[src/rtl/load_store_unit.sv]
// Load/store unit: drives a word-wide data memory port with byte/half/word loads and
// read-modify-write sub-word stores. Define LSU_LITTLE_ENDIAN_EN for little-endian lanes.
module load_store_unit #(
    parameter int MEM_WORDS = 256
) (
    input  logic        clk,
    input  logic        reset,
    input  logic        req,
    input  logic        req_store,
    input  logic [1:0]  req_size,
    input  logic        req_signed,
    input  logic [31:0] req_addr,
    input  logic [31:0] req_wdata,
    output logic        busy,
    output logic        done,
    output logic        fault,
    output logic [31:0] load_data,
    output logic        mem_read,
    output logic        mem_write,
    output logic [31:0] mem_address,
    output logic [31:0] mem_write_data,
    input  logic [31:0] mem_read_data
);

`ifdef LSU_LITTLE_ENDIAN_EN
    localparam bit LITTLE = 1'b1;
`else
    localparam bit LITTLE = 1'b0;
`endif

    typedef enum logic [1:0] {IDLE, RD, WR, DONE} state_t;

    state_t      state_q;
    logic        store_q;
    logic [1:0]  size_q;
    logic        signed_q;
    logic [31:0] addr_q;
    logic [31:0] wr_word_q;
    logic [31:0] load_data_q;
    logic        fault_q;

    logic        req_fault;
    logic [4:0]  shift;
    logic [31:0] rd_shifted;
    logic [31:0] lane_mask;
    logic [31:0] load_data_d;
    logic [31:0] wr_word_d;

    // Bit position of the addressed lane's LSB within the memory word.
    function automatic logic [4:0] lane_shift(input logic [1:0] size, input logic [1:0] off);
        logic [4:0] sh;
        if (LITTLE)
            sh = {off, 3'b000};
        else if (size == 2'b00)
            sh = {2'd3 - off, 3'b000};
        else if (size == 2'b01)
            sh = {2'd2 - off, 3'b000};
        else
            sh = 5'd0;
        return sh;
    endfunction

    always_comb begin
        req_fault = (req_size == 2'b11)
                 || (req_size == 2'b01 && req_addr[0])
                 || (req_size == 2'b10 && req_addr[1:0] != 2'b00)
                 || ({2'b00, req_addr[31:2]} >= 32'(MEM_WORDS));

        shift      = lane_shift(size_q, addr_q[1:0]);
        rd_shifted = mem_read_data >> shift;
        case (size_q)
            2'b00:   load_data_d = {{24{signed_q & rd_shifted[7]}}, rd_shifted[7:0]};
            2'b01:   load_data_d = {{16{signed_q & rd_shifted[15]}}, rd_shifted[15:0]};
            default: load_data_d = rd_shifted;
        endcase

        // wr_word_q still holds the right-justified store data while in RD.
        lane_mask = ((size_q == 2'b00) ? 32'h0000_00FF : 32'h0000_FFFF) << shift;
        wr_word_d = (mem_read_data & ~lane_mask) | ((wr_word_q << shift) & lane_mask);
    end

    always_ff @(posedge clk or posedge reset) begin
        if (reset) begin
            state_q     <= IDLE;
            store_q     <= 1'b0;
            size_q      <= 2'b00;
            signed_q    <= 1'b0;
            addr_q      <= '0;
            wr_word_q   <= '0;
            load_data_q <= '0;
            fault_q     <= 1'b0;
        end else begin
            case (state_q)
                IDLE: if (req) begin
                    store_q   <= req_store;
                    size_q    <= req_size;
                    signed_q  <= req_signed;
                    addr_q    <= req_addr;
                    wr_word_q <= req_wdata;
                    if (req_fault) begin
                        fault_q <= 1'b1;
                        state_q <= DONE;
                    end else if (req_store && req_size == 2'b10) begin
                        state_q <= WR;
                    end else begin
                        state_q <= RD;
                    end
                end
                RD: begin
                    if (store_q) begin
                        wr_word_q <= wr_word_d;
                        state_q   <= WR;
                    end else begin
                        load_data_q <= load_data_d;
                        state_q     <= DONE;
                    end
                end
                WR:   state_q <= DONE;
                DONE: begin
                    fault_q <= 1'b0;
                    state_q <= IDLE;
                end
                default: state_q <= IDLE;
            endcase
        end
    end

    // NOTE: memory strobes decode straight from state_q, so an async reset drops them
    // immediately and no write can complete after reset is asserted.
    assign busy           = (state_q != IDLE);
    assign done           = (state_q == DONE);
    assign fault          = fault_q;
    assign load_data      = load_data_q;
    assign mem_read       = (state_q == RD);
    assign mem_write      = (state_q == WR);
    assign mem_address    = (mem_read || mem_write) ? {addr_q[31:2], 2'b00} : 32'd0;
    assign mem_write_data = mem_write ? wr_word_q : 32'd0;

endmodule

[config.mk]
export PLATFORM = sky130hd
export DESIGN_NAME = load_store_unit
export DESIGN_NICKNAME = d
export VERILOG_FILES = /design/src/rtl/load_store_unit.sv
export SDC_FILE = /design/constraint.sdc
export NUM_CORES = 1
export LEC_CHECK = 0
export ABC_AREA = 1
export BUFFER_PORTS_ARGS = -buffer_cell sky130_fd_sc_hd__clkbuf_2
export CAP_MARGIN = 0
export CORE_ASPECT_RATIO = 0.75
export CORE_MARGIN = 1.5
export CORE_UTILIZATION = 45
export DETAILED_ROUTE_END_ITERATION = 8
export PLACE_DENSITY = 0.82
export SYNTH_ARGS = -nofsm -noshare
export SYNTH_HDL_FRONTEND = slang
export SYNTH_SLANG_ARGS = --single-unit
[constraint.sdc]
create_clock -name clk -period 3.4 [get_ports clk]
set_input_delay 0.51 -clock clk [delete_from_list [all_inputs] [get_ports clk]]
set_output_delay 0.51 -clock clk [all_outputs]
set_load 0.01 [all_outputs]
======== Word-level counts from Yosys, hierarchy flattened ========
Index checks and enable logic that the tools add are counted.
word-level totals
  input bits .............................. 103
  output and inout port bits .............. 101
  register bits after elaboration ......... 103
  word-level logic and storage cells ...... 65
operators by class
  reduce and logical (&&, ||, !) cells .... 17
  shift operators ......................... 3
  muxes and demuxes ....................... 17
  add/subtract/negate cells ............... 2
  bitwise logic cells ..................... 7
  magnitude comparators ................... 1
  eq/ne operators ......................... 10
operators by type and width
  cell                                                   number
  2-to-1 mux 32 bit                                      4
  case mux 32 bit (2 select lines)                       2
  bitwise AND 32 bit                                     2
  inverter 32 bit                                        1
  OR 32 bit                                              1
  left shift 16 x 5 -> 32 bit                            1
  left shift 32 x 5 -> 32 bit                            1
  >> shifter 32 x 5 -> 32 bit                            1
  >= comparator 30 x 9 -> 1 bit (second input constant)  1
  2-to-1 mux 16 bit                                      1
  2-to-1 mux 5 bit                                       2
  == test 2 bit (second input constant)                  4
  case mux 2 bit (4 select lines)                        1
  nonzero test 2 bit                                     4
  == test 2 x 1 -> 1 bit (second input constant)         3
  2-to-1 mux 2 bit                                       3
  AND reduction 3 bit                                    2
  zero test 2 bit                                        2
  logical OR 1 bit                                       4
  inequality test 2 bit (second input constant)          2
  AND reduction 2 bit                                    2
  subtractor 2 bit (first input constant)                2
  logical AND 1 bit                                      3
  2-to-1 mux 1 bit                                       3
  4 further kinds                                        5

======== Longest topological paths before layout ========
Gate-level depths: netlist of run 1.
  depth after elaboration ................. 9
  gate-level depth with buffers ........... 12
  depth with buffers taken out ............ 10

======== Worst setup path before layout of run 1 ========
OpenSTA, ideal clock, no wires.
  kind .................................... register -> register
  start point ............................. register state_q[1]
  end point ............................... register wr_word_q[10]
  cell stages (with the launch flop) ...... 13
  path slack .............................. 1510 ps
  arrival time ............................ 1773 ps
  library setup time ...................... 116 ps
  buffers on the path ..................... 2
  data required time ...................... 3284 ps
  clock period less this slack ............ 1890 ps
  cell sequence ........................... dfrtp_1 inv_1 ha_1 inv_1 or2_1 buf_2 inv_2 nor2_1 nand2_1 clkbuf_1 nor2_1 nand2_1 nand2_1
between the ends
  cells in the longest elaborated chain, start to end .. 3
  elaborated cells on any way between the ends .. 7
  classes of those cells .................. eq/ne: 3; mux: 1; reduce/logical: 3
RTL lines
  item                                                                            line  source
  start: declaration                                                              33    state_t state_q;
  start signal: assignment                                                        84    state_q <= IDLE;
  start signal: assignment                                                        102   state_q <= DONE;
  start signal: assignment                                                        104   state_q <= WR;
  == test 2 x 1 -> 1 bit *                                                        --
  via mem_read                                                                    18    output logic mem_read,
  inequality test 2 x 1 -> 1 bit (no line) or nonzero test 2 bit (tied branches)  --
  AND reduction 3 bit (no line)                                                   --
  end signal: assignment                                                          99    wr_word_q <= req_wdata;
  end signal: assignment                                                          111   wr_word_q <= wr_word_d;
  end: declaration                                                                38    logic [31:0] wr_word_q;
Mark *: on every way through the listed nets, which the timed path passes. The rest lies on a longest branch.
A chain may end at the register's enable or synchronous reset.

======== Worst setup path in the final report of run 1 ========
  start point ............................. register size_q[1]
  end point ............................... register load_data_q[23], in the netlist load_data[23]
between the ends
  cells in the longest elaborated chain, start to end .. 6
  elaborated cells on any way between the ends .. 8
  classes of those cells .................. eq/ne: 1; shift: 1; mux: 3; bitwise: 2; reduce/logical: 1
RTL lines
  item                                         line    source
  start: declaration                           35      logic [1:0] size_q;
  start signal: assignment                     96      size_q <= req_size;
  == test 2 x 1 -> 1 bit                       56, 71
  2-to-1 mux 5 bit                             56      else if (size == 2'b01)
  2-to-1 mux 5 bit                             54      else if (size == 2'b00)
  >> shifter 32 x 5 -> 32 bit                  70      rd_shifted = mem_read_data >> shift;
  bitwise AND 1 bit, on equally long branches  73, 72
  case mux 32 bit (2 select lines) *           71      case (size_q)
  end signal: assignment                       114     load_data_q <= load_data_d;
  end: declaration                             39      logic [31:0] load_data_q;
Every way passes the cells marked *; elsewhere a longest branch is shown, timed or not.

==> results of run 1 <==
## area by class of cell
class | count | share of cell area
Multi-Input combinational cell | 708 | 0.4008
Sequential cell | 103 | 0.3319
Timing Repair Buffer | 211 | 0.1408
Inverter | 126 | 0.06122
Clock buffer | 9 | 0.02900
Tap cell | 175 | 0.02819
Clock inverter | 7 | 0.008055
## cell families after synthesis
logic type / Yosys count / synth area share
AND/OR/NAND/NOR: 606 / 0.3939
buffers and inverters: 180 / 0.1141
flip-flops: 103 / 0.4017
AO/OA/AOI/OAI: 95 / 0.07995
adder cells (fa/ha/maj): 5 / 0.009750
other: 1 / 0.0005845
## worst paths after layout
path                                  to  slack, ps  cells past startpoint
setup / recovery           load_data[23]        440                      9
hold / removal              load_data[0]        260                      2
setup reg to reg           load_data[23]        440                      9
hold reg to reg                flip-flop        480                      2
max in group asynchronous   wr_word_q[0]       2410                      3
min in group clk               addr_q[8]        340                      3
## through the flow
step	hold slack [ps]	cell area [µm²]	worst slack (ps)	cells	total power (W)
2_1_floorplan	445.5	6420	186.2	991	0.005725
3_3_place_gp	461.5	7478	623.9	1323	0.007032
3_5_place_dp	465.0	7478	533.0	1323	0.007146
4_1_cts	282.3	7766	519.7	1339	0.008194
5_1_grt	318.2	7766	188.4	1339	0.008986
6_report	258.8	7766	444.4	1339	0.008211
## per-layer routing
metal,vias up,global-route usage
li1,3363,-
met1,3067,0.3913
met2,301,0.4103
met3,21,0.06486
met4,0,0.06622
met5,-,0
## worst max-delay path, cell delays in order (launching register included)
cell and delay, ps:
dfrtp_1 660, inv_2 350, nand3_2 370, nand2_2 510, nand2_1 90, nand3_1 120, nand3_2 430, nand3_1 240
nand2_1 70, inv_1 50
## power breakdown
group	switching, W	total, W	internal [W]
Sequential	0.000434	0.00228	0.00185
Combinational	0.00322	0.00491	0.00169
Clock	0.000508	0.00102	0.000513
Total	0.00416	0.00821	0.00405
## placed cells by master (no fill, tap or decap)
cell type / n
inv_2: 4
ha_1: 5
nand3b_1: 1
o21ai_1: 2
nand2_4: 2
clkinv_4: 2
or2_2: 24
conb_1: 2
nand2_2: 6
clkbuf_2: 201
o21ai_2: 1
nand2_1: 391
a21boi_1: 6
buf_4: 9
o211ai_1: 5
a21oi_1: 37
clkbuf_16: 9
nand3_4: 1
inv_8: 1
inv_6: 3
clkinvlp_4: 1
nor2_2: 2
buf_12: 1
inv_4: 1
nor2_1: 74
nand3_2: 2
inv_1: 121
o21ai_0: 41
a21oi_2: 1
or2_1: 1
nor3_1: 2
nand3_1: 100
dfrtp_1: 103
o22ai_1: 2
==> flow_summary.yaml, run 1 <==
pwr:
  pwr_density_cell_mw_per_mm2: 1057
  irDropWorstVdd_uv: 418.7
  p_leak_nw: 4.771
clock_network:
  clkSinkCount: 103
  htreeDepth: 3
  post-cts-setup-buffer-count: 0
  cts_hold_buf: 0
  cts_inserted_buffers: 9
  cts.clk_slew.worst_paths_ps: 80
  worstSkewPairLatency_ps: 350
  cts_tree: "built"
  cts_resized: 0
  cts_max_path_buffers: 2
  root_buffer: "clkbuf_16"
final_layout:
  fillCellCount: 1371
  area_growth_syn_to_layout_pct: 21.04
  final_net_count: 1267
  multiInputGateArea_mm2: 0.003113
  drive_above_1_share: 0.2328
  final_util: 0.5611
  num_antenna_cells: 0
  seqCellArea_mm2: 0.002577
drt:
  drc: 0
  dr.max_layer_used: "met4"
  first_iter_violations: 647
  ant_nets: 0
  vias: 6752
  vias_per_cell: 5.043
  wl_met1_um: 9358
  wl_um: 19950
  dr.pass1.iters: 5
  wire_per_inst_um: 14.90
  wl_met2_um: 8582
  wl_met3_um: 1709
global_route:
  grt_pass1_vias: 6300
  grt_use_total: 0.2715
  grt_pass1_wl_um: 32110
  overflow: 0
  antenna_found_initial: 0
  grt_max_degree: 62
die:
  dieArea_mm2: 0.01499
  die_w_um: 140.9
  core_region_area_mm2: 0.01384
  rows: 37
  io-pin-count: 204
  fp.dieH_um: 106.4
  start_util: 0.4635
synthesis:
  synthArstFlopShare: 1.000
  synth_top_area_frac: 0.4017
  yosys_warnings: 0
  syn_avg_cell_area_um2: 6.481
  synth_cell_types: 30
  synth_edf_count: 0
  synth_area_leaders: "dfrtp_1 40%, nand2_1 23%, nand3_1 7.8%"
  syn_inst: 990
  yosysMostFrequentCell: "nand2_1"
  synth_common_cells: "392 x nand2_1, 122 x inv_1, 103 x dfrtp_1, 100 x nand3_1, 74 x nor2_1"
  ys_ff_latch: 103
  ys.flop_type: "dfrtp_1"
  synthesis.area_mm2: 0.006416
  synth_seq_area_share: 0.4017
  yosysTopAreaCell: "dfrtp_1"
worst_setup_path:
  start_kind: "flip-flop"
  r2r_start: "size_q[1]"
  critPathMaxFanout: 28
  cp-end-kind: "flip-flop"
  arrival_ps: 3250
  cp.required_ps: 3690
  critPathKind: "reg -> reg"
  cp-startpoint: "size_q[1]"
sta:
  period_minus_slack_ps: 2956
  slew_violations: 0
  max_slew_margin: 0.4085
  fin_crit_sh: 0.8693
  worst_pin_slew_ps: 886.3
  final_hold_viol_count: 0
  rsz0062_at_grt: "no"
  max_freq_mhz: 338.3
  tns_ps: 0
  finalSetupViolCount: 0
  clock_skew_ps: 9.443
placement:
  numPortBuffers: 201
  hpwlAfterDp_um: 14730
  place_congestion: 0.8893
job:
  cap_violations: 0
hold_path:
  worst_hold_path_type: "in -> async"
status:
  status: "finished, final reports clean"
No activity file was read; power rests on OpenSTA's default activity.
==> inputs of run 2 (changes only) <==
--- a/config.mk
+++ b/config.mk
@@ -10,9 +10,10 @@
 export CAP_MARGIN = 0
 export CORE_ASPECT_RATIO = 0.75
 export CORE_MARGIN = 1.5
-export CORE_UTILIZATION = 45
+export CORE_UTILIZATION = 43
 export DETAILED_ROUTE_END_ITERATION = 8
-export PLACE_DENSITY = 0.82
+export HOLD_SLACK_MARGIN = 0.06
+export PLACE_DENSITY = 0.79
 export SYNTH_ARGS = -nofsm -noshare
 export SYNTH_HDL_FRONTEND = slang
 export SYNTH_SLANG_ARGS = --single-unit
==> flow_summary.yaml, run 2 (synthesized netlist as in run 1, its figures left out) <==
clock_network:
  cts_inserted_buffers: 9
  cts_max_path_buffers: 2
  cts_tree: "built"
  post-cts-setup-buffer-count: 0
  cts.clk_slew.worst_paths_ps: 70
  root_buffer: "clkbuf_16"
  htreeDepth: 3
  cts_hold_buf: 0
  cts_resized: 0
  worstSkewPairLatency_ps: 360
  clkSinkCount: 103
die:
  dieArea_mm2: 0.01567
  io-pin-count: 204
  fp.dieH_um: 108.8
  rows: 38
  start_util: 0.4425
  core_region_area_mm2: 0.01450
  die_w_um: 144.1
placement:
  dp_slack_ps: 572.9
  place_congestion: 0.9246
  hpwlAfterDp_um: 15020
  numPortBuffers: 201
final_layout:
  final_common_cell: "nand2_1"
  multiInputGateArea_mm2: 0.003113
  num_antenna_cells: 0
  area_growth_syn_to_layout_pct: 22.09
  final_cell_mix: "391 x nand2_1, 201 x clkbuf_2, 121 x inv_1"
  seqCellArea_mm2: 0.002577
  final_net_count: 1266
  drive_above_1_share: 0.2315
  fillCellCount: 1438
pwr:
  p_leak_nw: 4.792
  irDropWorstVdd_uv: 459.0
  total_power_w: 0.008366
  pwr_density_cell_mw_per_mm2: 1068
global_route:
  grt_pass1_wl_um: 31970
  antenna_found_initial: 0
  grt.met2_usage: 0.3992
  grt_busiest_layer: "met2"
  grt_pass1_vias: 6117
  grt_max_degree: 55
  use_met3: 0.05665
  grt_use_total: 0.2669
  gr-usage-met1: 0.3851
  overflow: 0
sta:
  final_hold_viol_count: 0
  finalSetupViolCount: 0
  max_freq_mhz: 345.4
  tns_ps: 0
  worst_pin_slew_ps: 992.5
  slew_violations: 0
  rsz0062_at_grt: "no"
  period_minus_slack_ps: 2895
  worst_slack_ps: 504.6
  fin_crit_sh: 0.8516
  max_slew_margin: 0.3383
  clock_skew_ps: 7.239
worst_setup_path:
  arrival_ps: 3190
  cp-end-kind: "flip-flop"
  critPathMaxFanout: 28
  cp.required_ps: 3700
  path_cells: "inv_2 > nand3_2 > nand2_2 > nand2_1 > nand3_1 > nand3_2 > nand3_1 > nand2_1 > inv_1"
  critPathMaxStageDelay_ps: 650
  critPathKind: "reg -> reg"
  crit_path_top_delay_cell: "dfrtp_1"
  start_kind: "flip-flop"
hold_path:
  worst_hold_path_type: "in -> async"
drt:
  vias_per_cell: 4.996
  wl_um: 20280
  wire_per_inst_um: 14.89
  first_iter_violations: 667
  dr.pass1.iters: 5
  ant_nets: 0
  drc: 0
  vias: 6804
job:
  cap_violations: 0
status:
  status: "finished, final reports clean"
## run 2: cell count changes in the layout (fill, tap and decap cells not counted)
cell / previous run / this run
bufinv_16: 0 / 2
clkinvlp_4: 1 / 0
buf_4: 9 / 8
inv_6: 3 / 0
inv_8: 1 / 0
clkinv_2: 0 / 1
clkbuf_8: 0 / 3
clkinv_4: 2 / 0
## run 2: path summary, 6_finish.rpt
path / from / end / slack [ps] / cells after the start
hold / removal: reset / load_data[7] / 250 / 2
setup / recovery: size_q[1] / load_data[26] / 500 / 9
setup reg to reg: size_q[1] / load_data[26] / 500 / 9
max in group asynchronous: reset / asynchronous set/reset pin / 2430 / 3
hold reg to reg: flip-flop / flip-flop / 480 / 2
min in group clk: req_addr[6] / addr_q[6] / 340 / 3
## run 2: layer usage
layer  vias up  part of all wire
met4         0             0.021
met3        30             0.091
li1       3359                 -
met1      3129              0.45
met2       286              0.44
met5         -                 0
## run 2: critical path, delay by kind of cell (launching register included)
kind / cells / cell delay (ps)
simple gates: 7 / 1780
flops: 1 / 650
buf+inv: 2 / 400
## run 2: report_power, final
group	leakage [nW]	internal [W]	switching (W)
Sequential	1.25	0.00185	0.000437
Combinational	3.38	0.00169	0.00324
Clock	0.165	0.000700	0.000456
Total	4.79	0.00424	0.00413
## run 2: through the flow
stage	std cells	hold slack (ps)	area [µm²]	util
6_report	1362	253.5	7834	0.5402
5_1_grt	1362	314.9	7834	0.5402
4_1_cts	1362	284.3	7834	0.5402
3_5_place_dp	1347	465.5	7502	0.5173
3_3_place_gp	1347	462.2	7502	0.5173
2_1_floorplan	991	445.5	6420	-
## run 2: area by class of cell
| class | instances | share of cell area |
|---|---|---|
| clock buffer | 12 | 0.03402 |
| tap | 200 | 0.03194 |
| multi-input combinational | 708 | 0.3974 |
| clock inverter | 3 | 0.008305 |
| timing repair buffer | 210 | 0.1386 |
| sequential | 103 | 0.3290 |
| inverter | 126 | 0.06069 |
